### src/rtl/rtype_control_sequencer.sv
// rtype_control_sequencer: hardwired multi-cycle control for register-to-register
// ALU instructions. Fetch runs in T0-T2 and execute in T3-T6. The mul/div class
// writes two results (LO, then HI). ir is decoded directly and must stay stable
// from T3 until the instruction finishes.
module rtype_control_sequencer #(
  parameter int NREGS   = 16,
  parameter int ALUOP_W = 4,
  parameter int CNT_W   = 16
) (
  input  logic               clock,
  input  logic               clear,
  input  logic               start,
  input  logic               mem_ready,
  input  logic [31:0]        ir,
  output logic               PCout,
  output logic               MARin,
  output logic               IncPC,
  output logic               PCin,
  output logic               Read,
  output logic               MDRin,
  output logic               MDRout,
  output logic               IRin,
  output logic               Yin,
  output logic               Zlowin,
  output logic               Zhighin,
  output logic               Zlowout,
  output logic               Zhighout,
  output logic               LOin,
  output logic               HIin,
  output logic [NREGS-1:0]   Rin,
  output logic [NREGS-1:0]   Rout,
  output logic [ALUOP_W-1:0] ALUop,
  output logic               busy,
  output logic               done,
  output logic               illegal,
  output logic [CNT_W-1:0]   instr_count
);

  typedef enum logic [2:0] {IDLE, T0, T1, T2, T3, T4, T5, T6} state_t;

  localparam logic [4:0] NREGS_L = 5'(NREGS);

  state_t     state;
  logic       t1_wait;
  logic [4:0] opcode;
  logic [3:0] ra, rb, rc;
  logic       is_single, is_dual, legal;

  assign opcode = ir[31:27];
  assign ra     = ir[26:23];
  assign rb     = ir[22:19];
  assign rc     = ir[18:15];

  // Classify the opcode and check that every register field it uses exists.
  always_comb begin
    is_single = (opcode >= 5'h03) && (opcode <= 5'h0B);
    is_dual   = (opcode == 5'h0F) || (opcode == 5'h10);
    legal     = (is_single && ({1'b0, ra} < NREGS_L) && ({1'b0, rb} < NREGS_L) &&
                 ({1'b0, rc} < NREGS_L)) ||
                (is_dual && ({1'b0, rb} < NREGS_L) && ({1'b0, rc} < NREGS_L));
  end

  // Advance the state and count retired instructions.
  // t1_wait marks memory wait cycles so the PC update fires only once.
  always_ff @(posedge clock or posedge clear) begin
    if (clear) begin
      state       <= IDLE;
      t1_wait     <= 1'b0;
      instr_count <= '0;
    end else begin
      if (done) instr_count <= instr_count + CNT_W'(1);
      case (state)
        IDLE: if (start) state <= T0;
        T0: begin
          state   <= T1;
          t1_wait <= 1'b0;
        end
        T1: begin
          if (mem_ready) begin
            state   <= T2;
            t1_wait <= 1'b0;
          end else begin
            t1_wait <= 1'b1;
          end
        end
        T2:      state <= T3;
        T3:      state <= legal ? T4 : IDLE;
        T4:      state <= T5;
        T5:      state <= is_dual ? T6 : IDLE;
        T6:      state <= IDLE;
        default: state <= IDLE;
      endcase
    end
  end

  // Moore decode of the datapath enables from the current step and ir fields.
  always_comb begin
    PCout    = 1'b0;
    MARin    = 1'b0;
    IncPC    = 1'b0;
    PCin     = 1'b0;
    Read     = 1'b0;
    MDRin    = 1'b0;
    MDRout   = 1'b0;
    IRin     = 1'b0;
    Yin      = 1'b0;
    Zlowin   = 1'b0;
    Zhighin  = 1'b0;
    Zlowout  = 1'b0;
    Zhighout = 1'b0;
    LOin     = 1'b0;
    HIin     = 1'b0;
    Rin      = '0;
    Rout     = '0;
    ALUop    = '0;
    done     = 1'b0;
    illegal  = 1'b0;
    busy     = (state != IDLE);
    case (state)
      T0: begin
        PCout  = 1'b1;
        MARin  = 1'b1;
        IncPC  = 1'b1;
        Zlowin = 1'b1;
      end
      T1: begin
        Zlowout = !t1_wait;
        PCin    = !t1_wait;
        Read    = 1'b1;
        MDRin   = 1'b1;
      end
      T2: begin
        MDRout = 1'b1;
        IRin   = 1'b1;
      end
      T3: begin
        if (legal) begin
          Rout = NREGS'(1) << rb;
          Yin  = 1'b1;
        end else begin
          illegal = 1'b1;
        end
      end
      T4: begin
        Rout    = NREGS'(1) << rc;
        Zlowin  = 1'b1;
        Zhighin = is_dual;
        if (opcode == 5'h0F)      ALUop = '1;
        else if (opcode == 5'h10) ALUop = {ALUOP_W{1'b1}} - ALUOP_W'(1);
        else                      ALUop = ALUOP_W'(opcode);
      end
      T5: begin
        Zlowout = 1'b1;
        if (is_dual) begin
          LOin = 1'b1;
        end else begin
          Rin  = NREGS'(1) << ra;
          done = 1'b1;
        end
      end
      T6: begin
        Zhighout = 1'b1;
        HIin     = 1'b1;
        done     = 1'b1;
      end
      default: ;
    endcase
  end

endmodule

### config.mk
export PLATFORM = sky130hd
export DESIGN_NAME = rtype_control_sequencer
export DESIGN_NICKNAME = d
export VERILOG_FILES = /design/src/rtl/rtype_control_sequencer.sv
export SDC_FILE = /design/constraint.sdc
export NUM_CORES = 1
export LEC_CHECK = 0
export ABC_AREA = 1
export CAP_MARGIN = 20
export CORE_MARGIN = 8
export CORE_UTILIZATION = 35
export CTS_CLUSTER_DIAMETER = 60
export DETAILED_ROUTE_END_ITERATION = 6
export PLACE_DENSITY = 0.83
export SYNTH_ARGS = -nofsm -noshare
export SYNTH_HDL_FRONTEND = slang
export SYNTH_SLANG_ARGS = --single-unit
### constraint.sdc
create_clock -name clock -period 1.5 [get_ports clock]
set_input_delay 0.3 -clock clock [delete_from_list [all_inputs] [get_ports clock]]
set_output_delay 0.3 -clock clock [all_outputs]
set_load 0.01 [all_outputs]
* After elaboration in Yosys (flattened, before gate mapping)
Index checks and enable logic that the tools add are counted.
Cells by class: add/sub/neg operators 1, multipliers 0, divide/modulo/power cells 0, order comparisons 2, equality and inequality tests 11, shift operators 3, multiplexer cells 30, bitwise gates (word level) 0, reductions and logical operators 9
Operator list (number):
- 16-bit 2-to-1 mux | 3
- 1-bit by 4-bit << shifter with 16-bit output, first input constant | 3
- 16-bit one-hot mux with 2 select lines | 1
- 3-bit one-hot mux with 8 select lines | 1
- 16-bit by 1-bit adder with 16-bit output, second input constant | 1
- 1-bit 2-to-1 mux | 15
- 3-bit == test, second input constant | 4
- 3-bit 2-to-1 mux | 4
- 4-bit 2-to-1 mux | 3
- 3-bit by 2-bit == test with 1-bit output, second input constant | 2
- 1-bit one-hot mux with 2 select lines | 3
- 5-bit by 4-bit == test with 1-bit output, second input constant | 1
- 5-bit == test, second input constant | 1
- 5-bit by 2-bit >= comparator with 1-bit output, second input constant | 1
- 5-bit by 4-bit <= comparator with 1-bit output, second input constant | 1
- 2-bit inequality test, second input constant | 2
- 3-bit by 1-bit == test with 1-bit output, second input constant | 1
- 3-bit zero test | 1
- 3-bit nonzero test | 1
- 1-bit logical OR | 2
- 2-bit AND reduction | 1
- 2-bit nonzero test | 1
- 2-bit OR reduction | 1
- 1-bit logical AND | 1
- 1-bit zero test | 1
Storage, ports and cells: register bits 20, latch bits 0, bits in writable memories 0, bits in read-only memories 0, logic and storage cells 59, memories kept 0

* Longest topological paths before layout
Gate-level depths: netlist of run 1.
depth in word-level cells 5, depth in mapped cells 8, depth with buffers taken out 8

* Worst setup path before layout of run 1
OpenSTA, ideal clock, no wires.
path type flip-flop to output port, from register state[0], to output port Rin[1], arrival time 1.264 ns, required time 1.200 ns, path slack -0.064 ns, cell stages (with the launch flop) 8, cells stage by stage dfrtp_1 > inv_2 > nand2_2 > nor2_4 > nand3_2 > or2_1 > buf_6 > nor2_2
On the way: cells in the longest elaborated chain, start to end 2
RTL lines:
- start: declaration | line 43 | state_t state;
- start signal: assignment | line 87 | T3: state <= legal ? T4 : IDLE;
- start signal: assignment | line 89 | T5: state <= is_dual ? T6 : IDLE;
- 3-bit == test | line 119 | case (state)
- 16-bit 2-to-1 mux | line 119
- end: declaration | line 30 | output logic [NREGS-1:0] Rin,
Every way passes these cells.

* Final worst setup path of run 1
from register state[0], to output port Rout[10]
On the way: cells in the longest elaborated chain, start to end 2, elaborated cells on any way between the ends 3
RTL lines:
- 3-bit == test | line 119
- 16-bit one-hot mux with 2 select lines (*) | line 119
- end: declaration | line 31 | output logic [NREGS-1:0] Rout,
Every way passes the cells marked *; elsewhere a longest branch is shown, timed or not.

==> run_results.csv, run 1 <==
group,metric,value,unit
outcome,outcome,"finished, violations left",
layout,layout-drive-gt1-share,48.2,%
floorplan,die_area,7860,sq um
worst_setup_path,crit_buf_inv,4,
clock_tree,cts_max_path_buffers,2,
timing,maxSlewViolCount,0,
yosys,ys.flop_type,"dfrtp_1",
clock_tree,clock-root-buffer,"clkbuf_8",
timing,max_slew_margin,77.5,%
worst_setup_path,crit_path_end_kind,"output pin",
timing,timing.fmax,509,MHz
detailed_routing,drt-initial-drc-count,192,
power_and_ir_drop,max-vdd-ir-drop,0.000982,V
hold_path,hold_class,"in2async",
worst_setup_path,arrival,1.67,ns
placed_design,port_buffers,90,
detailed_routing,ant_nets,0,
yosys,yosys_warnings,0,
floorplan,io_pins,106,
yosys,postSynthCellCount,305,
grt,track_usage,20.7,%
yosys,synth_top_area_share,27.1,%
floorplan,start_util,36.2,%
layout,antenna_cells,0,
floorplan,core,5110,sq um
yosys,async_flop_share,100,%
floorplan,die_w,88.7,um
detailed_routing,viasPerCell,5.17,
yosys,synth_nets,342,
placed_design,pre_cts_ws,-1.11,ns
grt,grt_pass1_vias,2761,
power_and_ir_drop,power_per_cell_area,1070,nW/um^2
yosys,ys_ff_latch,20,
worst_setup_path,cp_common_cell,"buf_6",
detailed_routing,wire_per_inst,15.8,um
grt,antenna_found_initial,0,
layout,fin_area,3780,sq um
layout,fillers,348,
yosys,synth_edf_count,0,
clock_tree,cts.htree.levels,1,
timing,fin_skew,0.0215,ns
floorplan,rows,26,
layout,nets,501,
placed_design,gp_congestion,0.852,
power_and_ir_drop,p_leak,1.89,nW
clock_tree,numCtsBuffers,3,
timing,min_period_over_period,131,%
timing,worst_slew_pin_slew,0.336,ns
worst_setup_path,startpoint_type,"flop",
floorplan,die_y,88.7,um
layout,seqCellArea,504,sq um
yosys,syn-cell-area,1850,sq um
worst_setup_path,cp_top_family,"buffers and inverters",
grt,grt.overflow.total,0,
clock_tree,holdBufCountCts,0,
layout,multi_input_area,1520,sq um
placed_design,dpl.hpwl,5.37,mm
layout,syn_to_final_growth,105,%
clock_tree,cts_tree,"yes",
timing,fin_ws,-0.465,ns
clock_tree,clk_pin_slew,0.09,ns
yosys,yosysSeqAreaShare,27.1,%
flow_run,drv_cap,0,
power_and_ir_drop,p_total,0.00404,W
grt,grt_pass1_wl,13.0,mm
timing,rsz0062_at_grt,"yes",
clock_tree,clk_latency,0.28,ns
worst_setup_path,path_class,"reg2out",
worst_setup_path,critPathSlowestCell,"dfrtp_1",
outcome,failed_checks,"setup timing",
yosys,synthMostInstantiatedCell,"nand2_1",
worst_setup_path,crit_cells,7,
grt,grt_max_degree,21,
layout,final_cells,533,
layout,post-route-util,74.1,%
worst_setup_path,crit_chain,"buf_4 -> buf_6 -> nor3_4 -> buf_6 -> nand2_4 -> o21ai_1 -> buf_2",
timing,setup_viol,71,
yosys,synth_area_leaders,"dfrtp_1, nand2_1, nand3_1",
worst_setup_path,reg2regPathDepth,13,
detailed_routing,dr_total_vias,2757,
yosys,yosys.area.top_type,"dfrtp_1",
placed_design,dp_cells,491,
worst_setup_path,max_stage_delay,0.40,ns
detailed_routing,drcViolationCount,0,
yosys,netlist_top_cells_count,"nand2_1, inv_1, nor2_1",
yosys,syn_avg_cell_area,6.06,sq um
worst_setup_path,cp_max_fo,4,
worst_setup_path,critical_path_required,1.20,ns
timing,finalCriticalPeriod,1.97,ns
clock_tree,clock-sinks,20,
timing,final_hold_viol_count,0,
placed_design,placed_area,3090,sq um
detailed_routing,dr.pass1.iters,4,
yosys,ys_types,27,
detailed_routing,wl,8.43,mm
flip-flops by register name, summed over array words and instances, names as in the netlist:
name         flops
instr_count     16
state            3
t1_wait          1
tightest hold or removal path, delay by kind of cell:
kind | cells | cell delay, ns
buf+inv | 3 | 0.71
layout make-up:
cell class | count | area share (%)
tap | 70 | 2.31
inverter | 40 | 4.43
clock inverter | 1 | 0.794
timing repair buffer | 162 | 38.0
clock buffer | 3 | 1.09
multi-input combinational | 237 | 40.1
sequential | 20 | 13.3
final timing paths:
check	slack, ns	endpoint	startpoint
max	-0.47	Rout[10]	state[0]
min	0.34	instr_count[11]	clear
max reg2reg	-0.26	instr_count[4]	state[0]
min reg2reg	0.54	instr_count[15]	instr_count[15]
max in group asynchronous	0.90	instr_count[6]	clear
min in group clock	0.54	instr_count[15]	instr_count[15]
per-layer routing:
metal,routed length [um],track usage [%],part of all wire [%]
met5,0,0,0
met4,358,9.52,4.2
met3,658,4.36,7.8
met2,4550,38.2,54
met1,2870,21.7,34
metrics by stage:
stage               setup TNS, ns  hold WS, ns
floorplan                   -1.04        0.264
global placement           -43.88        0.512
detailed placement         -48.92        0.539
CTS                        -16.76        0.357
global route               -26.82        0.414
finish                     -21.22        0.340
logic make-up after synthesis:
logic type	count (synthesis)	synth area share, %
buffers and inverters	50	12.3
and+or+nand+nor	195	47.3
DFF	20	27.1
adders and majority gates	1	0.677
AOI/OAI and AO/OA	33	9.82
xor gates and xnor gates	6	2.84
what timing repair did:
action,in CTS,in global routing
resized for setup,327,71
pin swaps,22,12
setup endpoints to repair,87,77
buffers inserted,29,9
cloned,5,0
cells in the final DEF (no fill, tap or decap), types with 17 or more instances in the layout:
master and instances:
buf_2 34, nand2_1 76, nor2_1 26, inv_1 29, dfrtp_1 17, nand3_1 22, clkdlybuf4s50_1 17, buf_6 43
nand2_2 17, buf_4 48
where the power goes:
part | switching, W | total [W] | internal, W
sequential | 0.0000970 | 0.000741 | 0.000644
clock | 0.000208 | 0.000565 | 0.000357
combinational | 0.00134 | 0.00273 | 0.00139
(Power assumes the default switching activity.)
==> run 2: changes to the inputs <==
--- a/config.mk
+++ b/config.mk
@@ -12,6 +12,7 @@
 export CTS_CLUSTER_DIAMETER = 60
 export DETAILED_ROUTE_END_ITERATION = 6
 export PLACE_DENSITY = 0.83
+export SLEW_MARGIN = 0
 export SYNTH_ARGS = -nofsm -noshare
 export SYNTH_HDL_FRONTEND = slang
 export SYNTH_SLANG_ARGS = --single-unit
==> results of run 2 <==
No change in the layout: final DEF, timing and power equal those of run 1.
==> run 3: changes to the inputs <==
--- a/config.mk
+++ b/config.mk
@@ -12,6 +12,7 @@
 export CTS_CLUSTER_DIAMETER = 60
 export DETAILED_ROUTE_END_ITERATION = 6
 export PLACE_DENSITY = 0.83
+export REMOVE_ABC_BUFFERS = 1
 export SLEW_MARGIN = 0
 export SYNTH_ARGS = -nofsm -noshare
 export SYNTH_HDL_FRONTEND = slang
==> run 3 against run 2 <==
  * The run still ends with setup timing left
  * Critical path depth increased by 1
  * Clock skew decreased by 0.016 ns
  * Via count increased by 0.83%
  * Clock-buffer cell count increased by 1
  * Fmax decreased by 0.91%
  * Power decreased by 1.7%
  * Core utilization decreased by 2.4 points
  * First-iteration DRC count decreased by 17%
  * Largest power group unchanged
==> run_results.csv, run 3 (synthesis gave the netlist of run 1 again) <==
group,metric,value,unit
detailed_routing,routed-wl-met2,4.29,mm
layout,final_cell_mix,"nand2_1, buf_4, buf_6, buf_2, inv_1",
grt,track_usage,19.6,%
grt,grt.overflow.total,0,
floorplan,die_y,88.7,um
layout,fin_area,3660,sq um
timing,setup_viol,73,
placed_design,port_buffers,90,
clock_tree,clock-root-buffer,"clkbuf_8",
floorplan,core,5110,sq um
detailed_routing,wire_per_inst,16.7,um
detailed_routing,routed.top_layer,"met4",
timing,min_period_over_period,132,%
worst_setup_path,crit_path_end_kind,"output pin",
floorplan,start_util,36.2,%
grt,antenna_found_initial,0,
timing,fin_skew,0.00569,ns
worst_setup_path,crit_chain,"inv_2 -> buf_6 -> nor2_4 -> nand2_4 -> nor2_4 -> inv_2 -> o22ai_2 -> buf_2",
outcome,outcome,"finished, violations left",
worst_setup_path,cp_max_fo,5,
layout,layout-drive-gt1-share,47.2,%
timing,maxSlewViolCount,0,
floorplan,die_area,7860,sq um
hold_path,hold_class,"in2async",
clock_tree,numCtsBuffers,3,
layout,top_regs,"instr_count (16), state (3), t1_wait (1)",
clock_tree,clock-sinks,20,
grt,grt_pass1_vias,2638,
power_and_ir_drop,power_per_cell_area,1090,nW/um^2
floorplan,die_w,88.7,um
clock_tree,holdBufCountCts,0,
detailed_routing,m1WireLength,3.32,mm
worst_setup_path,startpoint_type,"flop",
detailed_routing,wl,8.86,mm
detailed_routing,drt-initial-drc-count,160,
placed_design,placed_area,3040,sq um
power_and_ir_drop,p_leak,1.87,nW
power_and_ir_drop,max-vdd-ir-drop,0.000928,V
worst_setup_path,critPathSlowestCell,"dfrtp_1",
grt,grt_max_degree,21,
layout,post-route-util,71.6,%
floorplan,io_pins,106,
floorplan,rows,26,
timing,finalCriticalPeriod,1.98,ns
worst_setup_path,max_stage_delay,0.41,ns
outcome,failed_checks,"setup timing",
clock_tree,clk_pin_slew,0.08,ns
clock_tree,cts_max_path_buffers,2,
timing,rsz0062_at_grt,"yes",
timing,worst_slew_pin_slew,0.303,ns
layout,syn_to_final_growth,98.0,%
clock_tree,clk_latency,0.27,ns
detailed_routing,viasPerCell,5.25,
detailed_routing,wl_met3,783,um
timing,final_hold_viol_count,0,
layout,largest_register_ff_count,16,
worst_setup_path,critical_path_required,1.20,ns
timing,timing.fmax,504,MHz
flow_run,drv_cap,0,
detailed_routing,dr_total_vias,2780,
layout,regMostFlops,"instr_count",
timing,max_slew_margin,79.6,%
worst_setup_path,arrival,1.68,ns
detailed_routing,ant_nets,0,
layout,antenna_cells,0,
clock_tree,cts.htree.levels,1,
power_and_ir_drop,p_total,0.00397,W
timing,fin_ws,-0.483,ns
grt,grt_pass1_wl,12.3,mm
placed_design,dpl.hpwl,5.19,mm
detailed_routing,dr.pass1.iters,5,
placed_design,gp_congestion,0.888,
worst_setup_path,path_class,"reg2out",
detailed_routing,drcViolationCount,0,
layout,nets,498,
clock_tree,cts_tree,"yes",
layout,final_common_cell,"nand2_1",
-- run 3: timing repair --
| action | 4_1_cts | 5_1_grt |
|---|---|---|
| hold endpoints to repair | 0 | 0 |
| pin swaps | 15 | 18 |
| gates resized for setup | 292 | 91 |
| buffers inserted | 17 | 16 |
| endpoints found under the setup margin | 87 | 77 |
| cloned | 3 | 1 |
-- run 3: final cells by class --
cell class | instances | area (sq um)
Clock buffer | 4 | 55.1
Fill cell | 396 | 1450
Inverter | 40 | 160
Multi-Input combinational cell | 235 | 1440
Sequential cell | 20 | 505
Tap cell | 70 | 87.6
Timing Repair Buffer | 161 | 1410
-- run 3: critical path: cells and delay by family, from the launching register on --
kind | cells | cell delay [ns]
DFF | 1 | 0.41
AOI/OAI and AO/OA | 1 | 0.17
and+or+nand+nor | 3 | 0.38
buffers and inverters | 4 | 0.44
-- run 3: metrics by stage --
step | TNS, ns | instances | hold slack (ns) | setup slack (ns)
after floorplan | -1.29 | 295 | 0.264 | -0.116
after global placement | -44.12 | 492 | 0.509 | -0.960
after detailed placement | -46.38 | 492 | 0.519 | -1.03
after CTS | -13.74 | 516 | 0.375 | -0.360
after global routing | -26.46 | 530 | 0.379 | -0.549
final | -21.91 | 530 | 0.356 | -0.483
-- run 3: power breakdown --
| part | internal [W] | switching [W] |
|---|---|---|
| sequential | 0.000644 | 0.000121 |
| clock | 0.000234 | 0.000194 |
| combinational | 0.00143 | 0.00134 |
| total | 0.00231 | 0.00166 |
-- run 3: per-layer routing --
metal | vias to the layer above | track usage (%)
li1 | 1293 | -
met1 | 1274 | 20.6
met2 | 166 | 35.0
met3 | 47 | 4.83
met4 | 0 | 10.4
met5 | - | 0
-- run 3: final timing paths --
kind | startpoint | end | slack, ns | depth (start not counted)
max in group asynchronous | clear | state[1] | 0.91 | 3
hold reg to reg | instr_count[15] | instr_count[15] | 0.52 | 2
setup reg to reg | state[0] | instr_count[13] | -0.25 | 12
setup / recovery | state[0] | Rout[0] | -0.48 | 8
hold / removal | clear | instr_count[3] | 0.36 | 3
min in group clock | instr_count[15] | instr_count[15] | 0.52 | 2
